<file path="config.mk">
export PLATFORM = sky130hd
export DESIGN_NAME = seg_scan_mux_flat
export DESIGN_NICKNAME = d
export VERILOG_FILES = /design/src/rtl/seg_scan_pkg.sv /design/src/rtl/seg_scan_mux_if.sv /design/src/rtl/seg7_decode.sv /design/src/rtl/seg_scan_mux.sv /design/src/flat_wrapper.sv
export SDC_FILE = /design/constraint.sdc
export NUM_CORES = 1
export LEC_CHECK = 0
export BUFFER_PORTS_ARGS = -buffer_cell sky130_fd_sc_hd__buf_2
export CORE_ASPECT_RATIO = 1.2
export CORE_MARGIN = 2
export CORE_UTILIZATION = 59
export CTS_CLUSTER_DIAMETER = 30
export DETAILED_ROUTE_END_ITERATION = 10
export MAX_ROUTING_LAYER = met4
export PLACE_DENSITY_LB_ADDON = 0.25
export SYNTH_ARGS = -nofsm -noshare
export SYNTH_HDL_FRONTEND = slang
export SYNTH_SLANG_ARGS = --single-unit
</file>
<file path="constraint.sdc">
create_clock -name clk -period 4.3 [get_ports clk]
set_input_delay 0.86 -clock clk [delete_from_list [all_inputs] [get_ports clk]]
set_output_delay 0.86 -clock clk [all_outputs]
set_load 0.01 [all_outputs]
</file>
<file path="src/rtl/seg_scan_pkg.sv">
// seg_scan_pkg: scanner states, seven-segment glyph constants and the BCD glyph lookup.
package seg_scan_pkg;
    typedef enum logic [1:0] {IDLE, GUARD, SHOW} state_t;
    localparam logic [7:0] SEG_DASH  = 8'h40;
    localparam logic [7:0] SEG_BLANK = 8'h00;
    localparam logic [9:0][7:0] SEG_DIGITS = {
        8'h6F, 8'h7F, 8'h07, 8'h7D, 8'h6D, 8'h66, 8'h4F, 8'h5B, 8'h06, 8'h3F
    };
    function automatic logic [7:0] bcd_to_seg(input logic [3:0] nib, input logic dp);
        logic [7:0] g;
        g = nib < 4'd10 ? SEG_DIGITS[nib] : nib == 4'hF ? SEG_BLANK : SEG_DASH;
        return {dp, g[6:0]};
    endfunction
endpackage

</file>
<file path="src/rtl/seg_scan_mux_if.sv">
// seg_scan_mux_if: value/control inputs and pad-side outputs of the scanner.
interface seg_scan_mux_if #(parameter int DIGITS = 2);
    logic                  enable_i;
    logic [4*DIGITS-1:0]   value_i;
    logic [DIGITS-1:0]     dp_i;
    logic                  load_i;
    logic                  seg_pol_i;
    logic                  com_pol_i;
    logic [7:0]            seg_o;
    logic [DIGITS-1:0]     com_o;
    logic [DIGITS-1:0]     com_oe_o;
    logic                  frame_done_o;
    modport master (
        output enable_i, value_i, dp_i, load_i, seg_pol_i, com_pol_i,
        input  seg_o, com_o, com_oe_o, frame_done_o
    );
    modport slave (
        input  enable_i, value_i, dp_i, load_i, seg_pol_i, com_pol_i,
        output seg_o, com_o, com_oe_o, frame_done_o
    );
endinterface

</file>
<file path="src/rtl/seg7_decode.sv">
// seg7_decode: combinational nibble plus decimal point to {dp,g..a} glyph.
module seg7_decode
    import seg_scan_pkg::*;
(
    input  logic [3:0] nib,
    input  logic       dp,
    output logic [7:0] seg
);
    assign seg = bcd_to_seg(nib, dp);
endmodule

</file>
<file path="src/rtl/seg_scan_mux.sv">
// seg_scan_mux: multiplexed seven-segment scanner with guard blanking and tear-free buffering.
// Optional leading-zero blanking when SEG_SCAN_LZB_EN is defined.
module seg_scan_mux
    import seg_scan_pkg::*;
#(
    parameter int DIGITS       = 2,
    parameter int PRESCALE     = 1000,
    parameter int BLANK_CYCLES = 16
)(
    input  logic          clk,
    input  logic          rst,
    seg_scan_mux_if.slave bus
);
    localparam int CW = PRESCALE > 1 ? $clog2(PRESCALE) : 1;
    localparam int IW = DIGITS > 1 ? $clog2(DIGITS) : 1;
    localparam logic [CW-1:0] SLOT_LAST  = CW'(PRESCALE - 1);
    localparam logic [CW-1:0] GUARD_LAST = CW'(BLANK_CYCLES - 1);
    localparam logic [IW-1:0] IDX_LAST   = IW'(DIGITS - 1);

    state_t                 state, nxt;
    logic [CW-1:0]          cnt, nc;
    logic [IW-1:0]          idx, ni;
    logic                   bnd;
    logic [DIGITS-1:0][3:0] pend_val, disp_val;
    logic [DIGITS-1:0]      pend_dp, disp_dp;
    logic [DIGITS-1:0]      lz;
    logic [7:0]             glyph, seg_r;
    logic [DIGITS-1:0]      com_r;
    logic                   oe, fd;

    always_ff @(posedge clk) begin
        if (rst) begin
            state <= IDLE;
            cnt   <= '0;
            idx   <= '0;
        end else begin
            state <= nxt;
            cnt   <= nc;
            idx   <= ni;
        end
    end

    always_comb begin
        nxt = state;
        nc  = cnt + 1'b1;
        ni  = idx;
        bnd = 1'b0;
        if (!bus.enable_i) begin
            nxt = IDLE;
            nc  = '0;
            ni  = '0;
        end else if (state == IDLE) begin
            nxt = GUARD;
            nc  = '0;
        end else if (cnt == SLOT_LAST) begin
            nxt = GUARD;
            nc  = '0;
            ni  = idx == IDX_LAST ? '0 : idx + 1'b1;
            bnd = idx == IDX_LAST;
        end else if (state == GUARD && cnt == GUARD_LAST) begin
            nxt = SHOW;
        end
    end

`ifdef SEG_SCAN_LZB_EN
    logic z;
    // Walk from the leftmost digit; blanking stops at the first nonzero nibble.
    always_comb begin
        lz = '0;
        z  = 1'b1;
        for (int k = DIGITS - 1; k > 0; k--) begin
            z     = z & (disp_val[k] == 4'd0);
            lz[k] = z;
        end
    end
`else
    assign lz = '0;
`endif

    seg7_decode u_dec (
        .nib (lz[ni] ? 4'hF : disp_val[ni]),
        .dp  (disp_dp[ni]),
        .seg (glyph)
    );

    // Outputs are registered from the next state so they line up with it.
    always_ff @(posedge clk) begin
        if (rst) begin
            pend_val <= '1;
            disp_val <= '1;
            pend_dp  <= '0;
            disp_dp  <= '0;
            seg_r    <= '0;
            com_r    <= '0;
            oe       <= 1'b0;
            fd       <= 1'b0;
        end else begin
            seg_r <= nxt == SHOW ? glyph : '0;
            com_r <= nxt == SHOW ? DIGITS'(1) << ni : '0;
            oe    <= nxt != IDLE;
            fd    <= bnd;
            if (bus.load_i) begin
                pend_val <= bus.value_i;
                pend_dp  <= bus.dp_i;
            end
            if (bnd) begin
                disp_val <= bus.load_i ? bus.value_i : pend_val;
                disp_dp  <= bus.load_i ? bus.dp_i : pend_dp;
            end
        end
    end

    assign bus.seg_o        = seg_r ^ {8{~bus.seg_pol_i}};
    assign bus.com_o        = com_r ^ {DIGITS{~bus.com_pol_i}};
    assign bus.com_oe_o     = {DIGITS{oe}};
    assign bus.frame_done_o = fd;
endmodule

</file>
<file path="src/flat_wrapper.sv">
// flat-port wrapper written by rule: the top's interface ports become plain ports
module seg_scan_mux_flat import seg_scan_pkg::*;
#(
    parameter int DIGITS       = 2,
    parameter int PRESCALE     = 1000,
    parameter int BLANK_CYCLES = 16
)
  (clk, rst, bus_enable_i, bus_value_i, bus_dp_i, bus_load_i, bus_seg_pol_i, bus_com_pol_i, bus_seg_o, bus_com_o, bus_com_oe_o, bus_frame_done_o);
  seg_scan_mux_if #(.DIGITS(DIGITS)) bus_i ();
  input  logic clk;
  input  logic rst;
  input wire logic [$bits(bus_i.enable_i)-1:0] bus_enable_i;
  input wire logic [$bits(bus_i.value_i)-1:0] bus_value_i;
  input wire logic [$bits(bus_i.dp_i)-1:0] bus_dp_i;
  input wire logic [$bits(bus_i.load_i)-1:0] bus_load_i;
  input wire logic [$bits(bus_i.seg_pol_i)-1:0] bus_seg_pol_i;
  input wire logic [$bits(bus_i.com_pol_i)-1:0] bus_com_pol_i;
  output wire logic [$bits(bus_i.seg_o)-1:0] bus_seg_o;
  output wire logic [$bits(bus_i.com_o)-1:0] bus_com_o;
  output wire logic [$bits(bus_i.com_oe_o)-1:0] bus_com_oe_o;
  output wire logic [$bits(bus_i.frame_done_o)-1:0] bus_frame_done_o;
  assign bus_i.enable_i = bus_enable_i;
  assign bus_i.value_i = bus_value_i;
  assign bus_i.dp_i = bus_dp_i;
  assign bus_i.load_i = bus_load_i;
  assign bus_i.seg_pol_i = bus_seg_pol_i;
  assign bus_i.com_pol_i = bus_com_pol_i;
  assign bus_seg_o = bus_i.seg_o;
  assign bus_com_o = bus_i.com_o;
  assign bus_com_oe_o = bus_i.com_oe_o;
  assign bus_frame_done_o = bus_i.frame_done_o;
  seg_scan_mux #(.DIGITS(DIGITS), .PRESCALE(PRESCALE), .BLANK_CYCLES(BLANK_CYCLES)) u_core (.clk(clk), .rst(rst), .bus(bus_i));
endmodule
</file>
After elaboration in Yosys (flattened, before gate mapping)
Memories as Yosys holds them, arrays and structs flattened.
Index checks and enable logic that the tools add are counted.
W data, S select, Z words.
{"block": "word_totals", "wordCells": 58, "out_inout_bits": 13, "reg_bits": 45, "mem_bits_ro": 128, "input_bits": 16, "n_memories": 1}
{"name": "(name not given)", "words": 16, "width": 8, "read_ports": 1, "rd_ports_with_merged_regs": 0, "wr": 0, "line": "seg_scan_pkg.sv:11", "text": "g = nib < 4'd10 ? SEG_DIGITS[nib] : nib == 4'hF ? SEG_BLANK : SEG_DASH;"}
{"block": "op_classes", "shift": 1, "add_sub_neg": 2, "mux": 22, "reduce_logical": 5, "n_bitwise": 6, "n_eq_ne": 5, "magnitude_cmp": 3}
{"operator": "$mux W7", "count": 3}
{"operator": "$mux W4", "count": 3}
{"operator": "$add A10 B1 Y10 const B", "count": 1}
{"operator": "$eq A10 B10 Y1 const B", "count": 1}
{"operator": "$eq A10 B4 Y1 const B", "count": 1}
{"operator": "$mux W1", "count": 10}
{"operator": "$mux W2", "count": 5}
{"operator": "$mux W8", "count": 1}
{"operator": "$xor A8 B8 Y8", "count": 1}
{"operator": "$lt A4 B5 Y1 const B", "count": 1}
{"operator": "$eq A4 B4 Y1 const B", "count": 1}
{"operator": "$lt A4 B4 Y1 const B", "count": 1}
{"operator": "$not A1 Y1", "count": 4}
{"operator": "$reduce_or A4 Y1", "count": 1}
{"operator": "$eq A2 B1 Y1 const B", "count": 1}
{"operator": "$eq A2 B2 Y1 const B", "count": 1}
{"operator": "$logic_not A2 Y1", "count": 1}
{"operator": "$lt A1 B2 Y1 const B", "count": 1}
{"operator": "$reduce_bool A2 Y1", "count": 1}
{"operator": "$reduce_or A2 Y1", "count": 1}
{"operator": "$shl A1 B1 Y2 const A", "count": 1}
{"operator": "$xor A2 B2 Y2", "count": 1}
{"operator": "$add A1 B1 Y1 const B", "count": 1}
{"operator": "$logic_and A1 B1 Y1", "count": 1}

Longest topological paths before layout
Gate-level depths: netlist of the first run.
{"block": "logic_depth", "word_depth": 11, "depth_mapped": 14}

Hierarchy
Synthesis of the first run repeated with hierarchy kept, for this count alone.
{"block": "hier_totals", "cells_unflattened": 209, "area_unflattened_um2": 2095.8}
{"module": "seg_scan_mux", "area_each_um2": 1901.8, "seq_area_each_um2": 900.9, "cells_each": 181, "instances": 1}
{"module": "seg7_decode", "area_each_um2": 193.9, "seq_area_each_um2": 0.0, "cells_each": 28, "instances": 1}

Worst setup path before layout of the first run
Ideal clock, no wire load.
{"block": "synth_timing", "kind": "register to register", "from": "reg u_core.cnt[0]", "to": "reg u_core.seg_r[1]", "setup_ps": 70, "path_buffers": 1, "path_stages_with_launch": 13, "path_slack_ps": 1376, "t_arrival_ps": 2854, "synth_period_minus_slack_ps": 2924, "path_cell_list": "dfxtp_1 > ha_1 > nand4b_1 > or3_1 > clkbuf_1 > inv_1 > ha_1 > o211ai_1 > nand2_1 > mux2_2 > ha_1 > or3_1 > a21oi_1"}
{"block": "synth_between", "elab_chain_len": 10}
{"element": "start, declared", "line": "seg_scan_mux.sv:21", "text": "logic [CW-1:0] cnt, nc;"}
{"element": "start signal, assigned", "line": "seg_scan_mux.sv:38", "text": "cnt <= nc;"}
{"element": "$eq A10 B10 Y1", "line": "seg_scan_mux.sv:55", "text": "end else if (cnt == SLOT_LAST) begin"}
{"element": "$mux W1", "line": "seg_scan_mux.sv:55"}
{"element": "$mux W1", "line": "seg_scan_mux.sv:52", "text": "end else if (state == IDLE) begin"}
{"element": "$mux W1", "line": "seg_scan_mux.sv:48", "text": "if (!bus.enable_i) begin"}
{"element": "$mux W4 (not written as such) (2 in series)", "line": "seg_scan_mux.sv:81", "text": ".nib (lz[ni] ? 4'hF : disp_val[ni]),"}
{"element": "$mux W4", "line": "seg_scan_mux.sv:81"}
{"element": "$mem_v2 Z16 W8"}
{"element": "$mux W7 (not written as such)", "line": "seg_scan_pkg.sv:11"}
{"element": "$mux W7", "line": "seg_scan_pkg.sv:11"}
{"element": "end signal, assigned", "line": "seg_scan_mux.sv:98", "text": "seg_r <= nxt == SHOW ? glyph : '0;"}
{"element": "end, declared", "line": "seg_scan_mux.sv:27", "text": "logic [7:0] glyph, seg_r;"}
Parallel ways exist; a longest one is shown, timed or not. The select of a mux whose other input is x is not followed.
A chain may end at the register's enable or synchronous reset.

Final worst setup path of the first run
Ends and elaborated chain as after synthesis.

==> out/qor.csv, run 1 <==
metric,value,unit
status,completed,
htreeDepth,2,
dp_slack,1.16,ns
start_util,61.2,%
hold_slack,0.454,ns
synth_area_leaders,"dfxtp_1 (44%), xnor2_1 (6.9%), nor2_1 (6.2%)",
cts_tree,done,
post-cts-setup-buffers,0,
post-place-cells,271,
die_area,3950,µm²
area_growth,11.1,%
clk_latency,0.29,ns
synthFlopType,dfxtp_1,
drt_iter0_markers,43,
period_needed,3.15,ns
synthArstFlopShare,0,%
place_congestion,0.908,
syn_nets,239,
drtPass1Iterations,4,
synth-compound-area-share,14.6,%
grt_start_max_net_pins,24,
drv_cap,0,
slew_violations,0,
cts-resized-gates,0,
hold_path.class,flip-flop to flip-flop,
design_area,2270,µm²
power_density,311,nW/µm²
ios,29,
highest_layer,met4,
wl_per_cell,12.5,µm
synth-simple-area-share,19.9,%
grtUsageTotal,19.7,%
synth_top_family_by_area,simple AND/OR/NAND/NOR gates,
worst_slack,1.15,ns
wl_met2,1770,µm
critPathKind,flip-flop to flip-flop,
synth-xor-area-share,7.72,%
synth_fa_ha_area_share,4.90,%
fin_crit_sh,73.3,%
clockBufferDepth,2,
drive_gt1_share,16.1,%
fillerInstances,278,
slew-limit-headroom,58.1,%
yosysWarningCount,0,
num_rows,23,
finClkSkew,0.00406,ns
critPathRequiredTime,4.52,ns
clock-sinks,45,
grt_pass1_vias,1394,
synth_area,2040,µm²
synthTopCellsByCount,"dfxtp_1 (45), nor2_1 (34), xnor2_1 (16)",
setup_viol,0,
synthDistinctLibCells,39,
die_w,57.7,µm
wirelength_met1,1520,µm
synth_edf_count,0,
rsz0062_at_grt,no,
die_h,68.5,µm
drc,0,
hold_violations,0,
coreArea,3340,µm²
max_freq,317,MHz
port_buffers,28,
placed_area,2190,µm²
tightest_slew,0.629,ns
synth.avg_cell_area,9.50,µm²
finalNetCount,265,
layout.cells.non_filler,279,
ant_nets,0,
synthCells,215,
ys_seq_elements,45,
yosys.area.top_type_share,44.1,%
hold_buffers,0,
cts_buffers,5,
path_max_fanout,7,
viasPerCell,5.51,
synth.most_common_cell,dfxtp_1,
muxShareOfSynthArea,5.45,%
cts_root_buf,clkbuf_8,
hpwl,2650,µm
leakage,0.924,nW
postRouteWirelength,3500,µm
antenna-diode-count,0,
worst_setup_path_start_kind,flip-flop,
yosys.area.top_type,dfxtp_1,
via_count,1537,
crit_arrival,3.37,ns
clk_pin_slew_worst_paths,0.07,ns
total_power,707,µW
yosysSeqAreaShare,44.1,%
ir_drop,0.293,mV
route.met3.wl,167,µm
grt_overflow,0,
utilization,68.0,%
antenna_found_initial,0,
grt_pass1_wl,5800,µm
critPathCaptureType,flip-flop,
finalSetupTns,0,ns
layout by cell type (no fill, tap or decap), types with 2 or more instances in the layout:
cell / netlist / final
a21oi_1: 10 / 10
nor4_1: 3 / 3
nor3_1: 5 / 5
o211a_1: 2 / 2
nand2b_1: 11 / 11
clkbuf_1: 7 / 3
a21boi_0: 2 / 2
nand3_1: 5 / 5
xor2_1: 2 / 2
a211o_1: 8 / 8
ha_1: 8 / 8
nor2_1: 34 / 34
o32ai_1: 2 / 2
clkbuf_8: 0 / 5
buf_2: 1 / 28
o21bai_1: 2 / 2
mux2i_1: 10 / 10
o21ai_0: 4 / 4
or3_1: 3 / 3
dfxtp_1: 45 / 45
o211ai_1: 3 / 3
xnor2_1: 16 / 16
nand2_1: 9 / 9
inv_1: 6 / 6
state kept, by name, indices dropped and copies added, names as in the netlist:
name,flops
u_core.bus.frame_done_o,1
u_core.state,2
u_core.cnt,10
u_core.seg_r,8
u_core.pend_dp,2
u_core.com_r,2
u_core.oe,1
u_core.disp_dp,2
u_core.disp_val,8
u_core.idx,1
u_core.pend_val,8
worst paths after layout:
| path | cells past startpoint | start | to | slack [ns] |
|---|---|---|---|---|
| worst min-delay path | 1 | u_core.cnt[0] | u_core.cnt[0] | 0.45 |
| worst max-delay path | 11 | u_core.cnt[0] | u_core.seg_r[1] | 1.15 |
| worst min register to register | 1 | u_core.cnt[0] | u_core.cnt[0] | 0.45 |
| worst max register to register | 11 | u_core.cnt[0] | u_core.seg_r[1] | 1.15 |
kinds of logic (layout without fill, tap and decap cells):
logic type / Yosys count / in the layout
buffers and inverters: 16 / 43
and+or+nand+nor: 79 / 79
xor gates and xnor gates: 18 / 18
muxes: 11 / 11
AOI/OAI and AO/OA: 38 / 38
adders and majority gates: 8 / 8
DFF: 45 / 45
power breakdown:
group | total (mW) | switching, mW | internal, mW
Sequential | 0.426 | 0.00272 | 0.423
Clock | 0.240 | 0.124 | 0.115
Combinational | 0.0415 | 0.0216 | 0.0199
worst max-delay path: stages (launching register included):
cell,delay (ns)
dfxtp_1,0.36
ha_1,0.21
nand4b_1,0.10
or3_1,0.43
inv_1,0.09
ha_1,0.24
o211ai_1,0.24
nand2_1,0.24
mux2_2,0.38
ha_1,0.29
or3_1,0.36
a21oi_1,0.15
cell type report:
cell class | instances | area (µm²) | area share [%]
Multi-Input combinational cell | 154 | 1070 | 47.3
Sequential cell | 45 | 901 | 39.7
Inverter | 6 | 22.5 | 0.992
Timing Repair Buffer | 29 | 148 | 6.50
Clock buffer | 8 | 80.1 | 3.53
Tap cell | 37 | 46.3 | 2.04
layer usage:
layer / GRT usage, % / vias up
met5: - / -
met4: 9.59 / 0
met3: 5.10 / 6
met2: 33.5 / 40
met1: 21.4 / 685
li1: - / 806
Note: power is estimated with default switching activity, not from simulation.
==> inputs of run 2 (changes only) <==
CORE_UTILIZATION = 56   (was 59)
clock period = 3.23 ns   (was 4.3 ns; I/O delays follow)
==> run 2 against run 1 <==
Effect of this change: first-iteration DRC count rose by 26%; combinational power rose by 33%; largest cell class unchanged; final cell count rose by 1.1%; sequential share of layout area fell by 0.54 points; highest routed layer unchanged; clock skew rose by 0.0055 ns; register-to-register slack got worse by 0.87 ns; wire length rose by 4.5%; count of clock-buffer cells in the layout fell by 1; power rose by 36%; setup slack got worse by 0.87 ns; sequential power rose by 33%.
==> out/qor.csv, run 2 (same netlist as run 1, synthesis figures left out) <==
metric,value,unit
status,completed,
die_h,70.2,µm
path_max_fanout,6,
drc,0,
cts_tree,done,
finalSetupTns,0,ns
grt_start_max_net_pins,24,
rsz0062_at_grt,no,
setup_viol,0,
hold_slack,0.456,ns
cts_buffers,5,
final_cell_mix,"dfxtp_1 (45), nor2_1 (34), buf_2 (28), xnor2_1 (16), nand2b_1 (11)",
postRouteWirelength,3660,µm
slew_violations,0,
start_util,57.2,%
drt_iter0_markers,54,
drv_cap,0,
viasPerCell,5.53,
num_rows,24,
via_count,1560,
wirelength_met1,1660,µm
critPathCaptureType,flip-flop,
drtPass1Iterations,4,
fillerInstances,302,
power_density,418,nW/µm²
die_w,59.1,µm
clockBufferDepth,2,
htreeDepth,2,
crit_arrival,3.17,ns
grt_pass1_wl,6270,µm
drive_gt1_share,17.7,%
post-place-cells,275,
area_growth,12.7,%
route.met3.wl,161,µm
wl_per_cell,13.0,µm
clk_latency,0.29,ns
layout_commonest_cell,dfxtp_1,
hold_path.class,flip-flop to flip-flop,
finClkSkew,0.00951,ns
hold_violations,0,
crit_path_top_delay_cell,or3_1,
hold_buffers,0,
wl_met2,1770,µm
antenna_found_initial,0,
largest-register,u_core.cnt,
critPathKind,flip-flop to flip-flop,
fin_crit_sh,91.4,%
highest_layer,met4,
largest_reg_flops,10,
layout.cells.non_filler,282,
port_buffers,28,
hpwl,2720,µm
tightest_slew,0.644,ns
clk_pin_slew_worst_paths,0.08,ns
ir_drop,0.248,mV
utilization,64.4,%
slew-limit-headroom,56.7,%
ant_nets,0,
max_stage_delay,0.43,ns
grt_overflow,0,
clock-sinks,45,
max_freq,339,MHz
critPathRequiredTime,3.45,ns
worst_setup_path_start_kind,flip-flop,
antenna-diode-count,0,
grtUsageTotal,19.8,%
ios,29,
coreArea,3570,µm²
place_congestion,0.863,
cts_root_buf,clkbuf_8,
crit_top_cell,ha_1,
path_cells,ha_1 > nand4b_1 > or3_1 > inv_1 > ha_1 > o211a_1 > o21ai_0 > nand2_1 > ha_1 > or3_1 > a21oi_1,
die_area,4150,µm²
finalNetCount,267,
grt_pass1_vias,1432,
leakage,0.940,nW
period_needed,2.95,ns
-- run 2: per-layer routing --
| layer | vias to the layer above | track usage (%) |
|---|---|---|
| li1 | 805 | - |
| met1 | 701 | 24.4 |
| met2 | 44 | 32.0 |
| met3 | 10 | 5.00 |
| met4 | 0 | 5.30 |
| met5 | - | - |
-- run 2: final cells by class --
class | count | area [µm²] | share of cell area, %
repair buffers | 31 | 163 | 7.07
flip-flops and latches | 45 | 901 | 39.1
well taps | 39 | 48.8 | 2.12
multi-input cells | 154 | 1080 | 47.0
inverters | 6 | 22.5 | 0.978
clock buffers | 7 | 86.3 | 3.75
-- run 2: final timing paths --
kind / startpoint / end / slack [ns] / cells after the start
max: u_core.cnt[0] / u_core.seg_r[1] / 0.28 / 11
min: u_core.cnt[0] / u_core.cnt[0] / 0.46 / 1
max reg2reg: u_core.cnt[0] / u_core.seg_r[1] / 0.28 / 11
min reg2reg: u_core.cnt[0] / u_core.cnt[0] / 0.46 / 1
-- run 2: what timing repair did --
action,4_1_cts,5_1_grt
setup endpoints to repair,0,1
gates resized for setup,0,1
setup buffers,0,0
endpoints found under the hold margin,0,0
-- run 2: through the flow --
stage | instance area (µm²) | setup WS (ns) | power (mW)
after detailed placement | 2210 | 0.328 | 0.636
after global routing | 2300 | 0.0473 | 0.998
final | 2300 | 0.278 | 0.962
after global placement | 2210 | 0.387 | 0.635
after floorplan | 2040 | 0.306 | 0.616
after CTS | 2290 | 0.300 | 0.977
-- run 2: where the power goes --
| group | switching [mW] | internal [mW] | total (mW) |
|---|---|---|---|
| combinational | 0.0288 | 0.0265 | 0.0553 |
| sequential | 0.00344 | 0.563 | 0.567 |
| clock | 0.170 | 0.170 | 0.340 |
| total | 0.202 | 0.760 | 0.962 |
-- run 2: critical path, delay by kind of cell, from the launching register on --
family	cells	cell delay, ns
AND/OR/NAND/NOR	4	1.06
buffers and inverters	1	0.10
AO/OA/AOI/OAI	3	0.58
flip-flops	1	0.36
adder cells (fa/ha/maj)	3	0.78
==> inputs of run 3 (changes only) <==
CORE_UTILIZATION = 40   (was 56)
==> run 3 against run 2 <==
Effect of this change: combinational power grew 1%; critical path depth up 2; wire length rose by 3.0%; count of clock-buffer cells in the layout shrank 2; critical endpoint is now u_core.seg_r[3]; largest power group unchanged; highest routed layer unchanged.
==> out/qor.csv, run 3 (same netlist as run 1, synthesis figures left out) <==
metric,value,unit
wl_per_cell,12.4,µm
coreArea,4940,µm²
clk_pin_slew_worst_paths,0.08,ns
slew_violations,0,
die_area,5700,µm²
clock-sinks,45,
utilization,47.1,%
layout_commonest_cell,dfxtp_1,
drive_gt1_share,18.0,%
post-cts-setup-buffers,0,
r2r-end,u_core.seg_r[3],
worst_setup_path_start_kind,flip-flop,
hpwl,2730,µm
hold_buffers,0,
critPathRequiredTime,3.40,ns
slew-limit-headroom,59.4,%
status,completed,
clk_latency,0.29,ns
critPathKind,flip-flop to flip-flop,
cts_buffers,5,
ir_drop,0.293,mV
ios,29,
tightest_slew,0.609,ns
drt_iter0_markers,101,
drtPass1Iterations,4,
drc,0,
leakage,0.931,nW
grt_pass1_wl,6290,µm
r2r_cells,13,
finClkSkew,0.00628,ns
grt_pass1_vias,1378,
clockBufferDepth,2,
largest-register,u_core.cnt,
hold_path.class,flip-flop to flip-flop,
htreeDepth,2,
fillerInstances,479,
placed_area,2230,µm²
port_buffers,28,
period_needed,2.88,ns
hold_violations,0,
finalSetupTns,0,ns
power_density,415,nW/µm²
drv_cap,0,
grt_overflow,0,
postRouteWirelength,3760,µm
crit_end,u_core.seg_r[3],
startpoint,u_core.cnt[0],
antenna-diode-count,0,
viasPerCell,5.11,
max_freq,347,MHz
die_w,69.2,µm
place_congestion,0.897,
fin_crit_sh,89.2,%
cts_root_buf,clkbuf_8,
final_cell_mix,"dfxtp_1 (45), nor2_1 (34), buf_2 (28), xnor2_1 (16), nand2b_1 (11)",
via_count,1553,
reg2reg_from,u_core.cnt[0],
antenna_found_initial,0,
critPathCaptureType,flip-flop,
cts_tree,done,
start_util,41.4,%
path_max_fanout,7,
cts-resized-gates,0,
num_rows,28,
largest_reg_flops,10,
design_area,2330,µm²
reg2reg_slack,0.35,ns
rsz0062_at_grt,no,
crit_arrival,3.05,ns
grtUsageTotal,14.1,%
ant_nets,0,
die_h,82.3,µm
grt_start_max_net_pins,24,
area_growth,13.8,%
setup_viol,0,
finalNetCount,267,
run 3: changes by cell type in the layout (fill, tap and decap cells not counted):
cell	previous run	this run
clkbuf_8	6	5
clkinvlp_4	0	3
clkbuf_1	1	0
o32ai_2	1	0
o32ai_1	1	2
run 3: worst min path at each step:
stage / slack [ns] / to / cells after the start / startpoint
global placement: 0.43 / u_core.cnt[0] / 1 / u_core.cnt[0]
floorplan: 0.42 / u_core.cnt[0] / 1 / u_core.cnt[0]
CTS: 0.46 / u_core.cnt[0] / 1 / u_core.cnt[0]
global route: 0.47 / u_core.cnt[0] / 1 / u_core.cnt[0]
finish: 0.46 / u_core.cnt[0] / 1 / u_core.cnt[0]
detailed placement: 0.44 / u_core.cnt[0] / 1 / u_core.cnt[0]
run 3: area by class of cell:
cell class,count,area [µm²],area share [%]
multi-input combinational,154,1070,46.2
sequential,45,901,38.7
timing repair buffer,31,163,6.99
tap,60,75.1,3.23
clock buffer,5,68.8,2.96
clock inverter,3,22.5,0.968
inverter,6,22.5,0.968
run 3: power breakdown:
group	switching (mW)	internal, mW	leakage, nW	total [mW]
Sequential	0.00366	0.563	0.366	0.567
Clock	0.191	0.152	0.0364	0.343
Combinational	0.0297	0.0265	0.529	0.0561
run 3: stage by stage:
| stage | setup slack [ns] | total power [mW] | hold WS [ns] | std cells |
|---|---|---|---|---|
| global route | 0.0799 | 1.01 | 0.467 | 304 |
| floorplan | 0.306 | 0.616 | 0.418 | 215 |
| detailed placement | 0.367 | 0.637 | 0.439 | 296 |
| global placement | 0.429 | 0.636 | 0.430 | 296 |
| finish | 0.348 | 0.966 | 0.463 | 304 |
| CTS | 0.354 | 0.980 | 0.459 | 304 |
run 3: per-layer routing:
layer  part of all wire (%)  vias up  wire (µm)  global-route usage [%]
li1                       -      803          -                       -
met1                     50      694       1870                    17.6
met2                     44       47       1670                    21.9
met3                    4.4        9        166                    3.52
met4                    1.7        0         64                    6.08
met5                      0        -          0                       -
run 3: worst max-delay path, cell delays in order (launching register included):
cell and delay [ns]:
dfxtp_1 0.37, ha_1 0.21, nand4b_1 0.10, or3_1 0.33, inv_1 0.07, ha_1 0.23, o211ai_1 0.23, nand2_1 0.13
mux2_2 0.34, inv_1 0.11, ha_1 0.15, inv_1 0.04, o32ai_1 0.35, a21oi_1 0.11
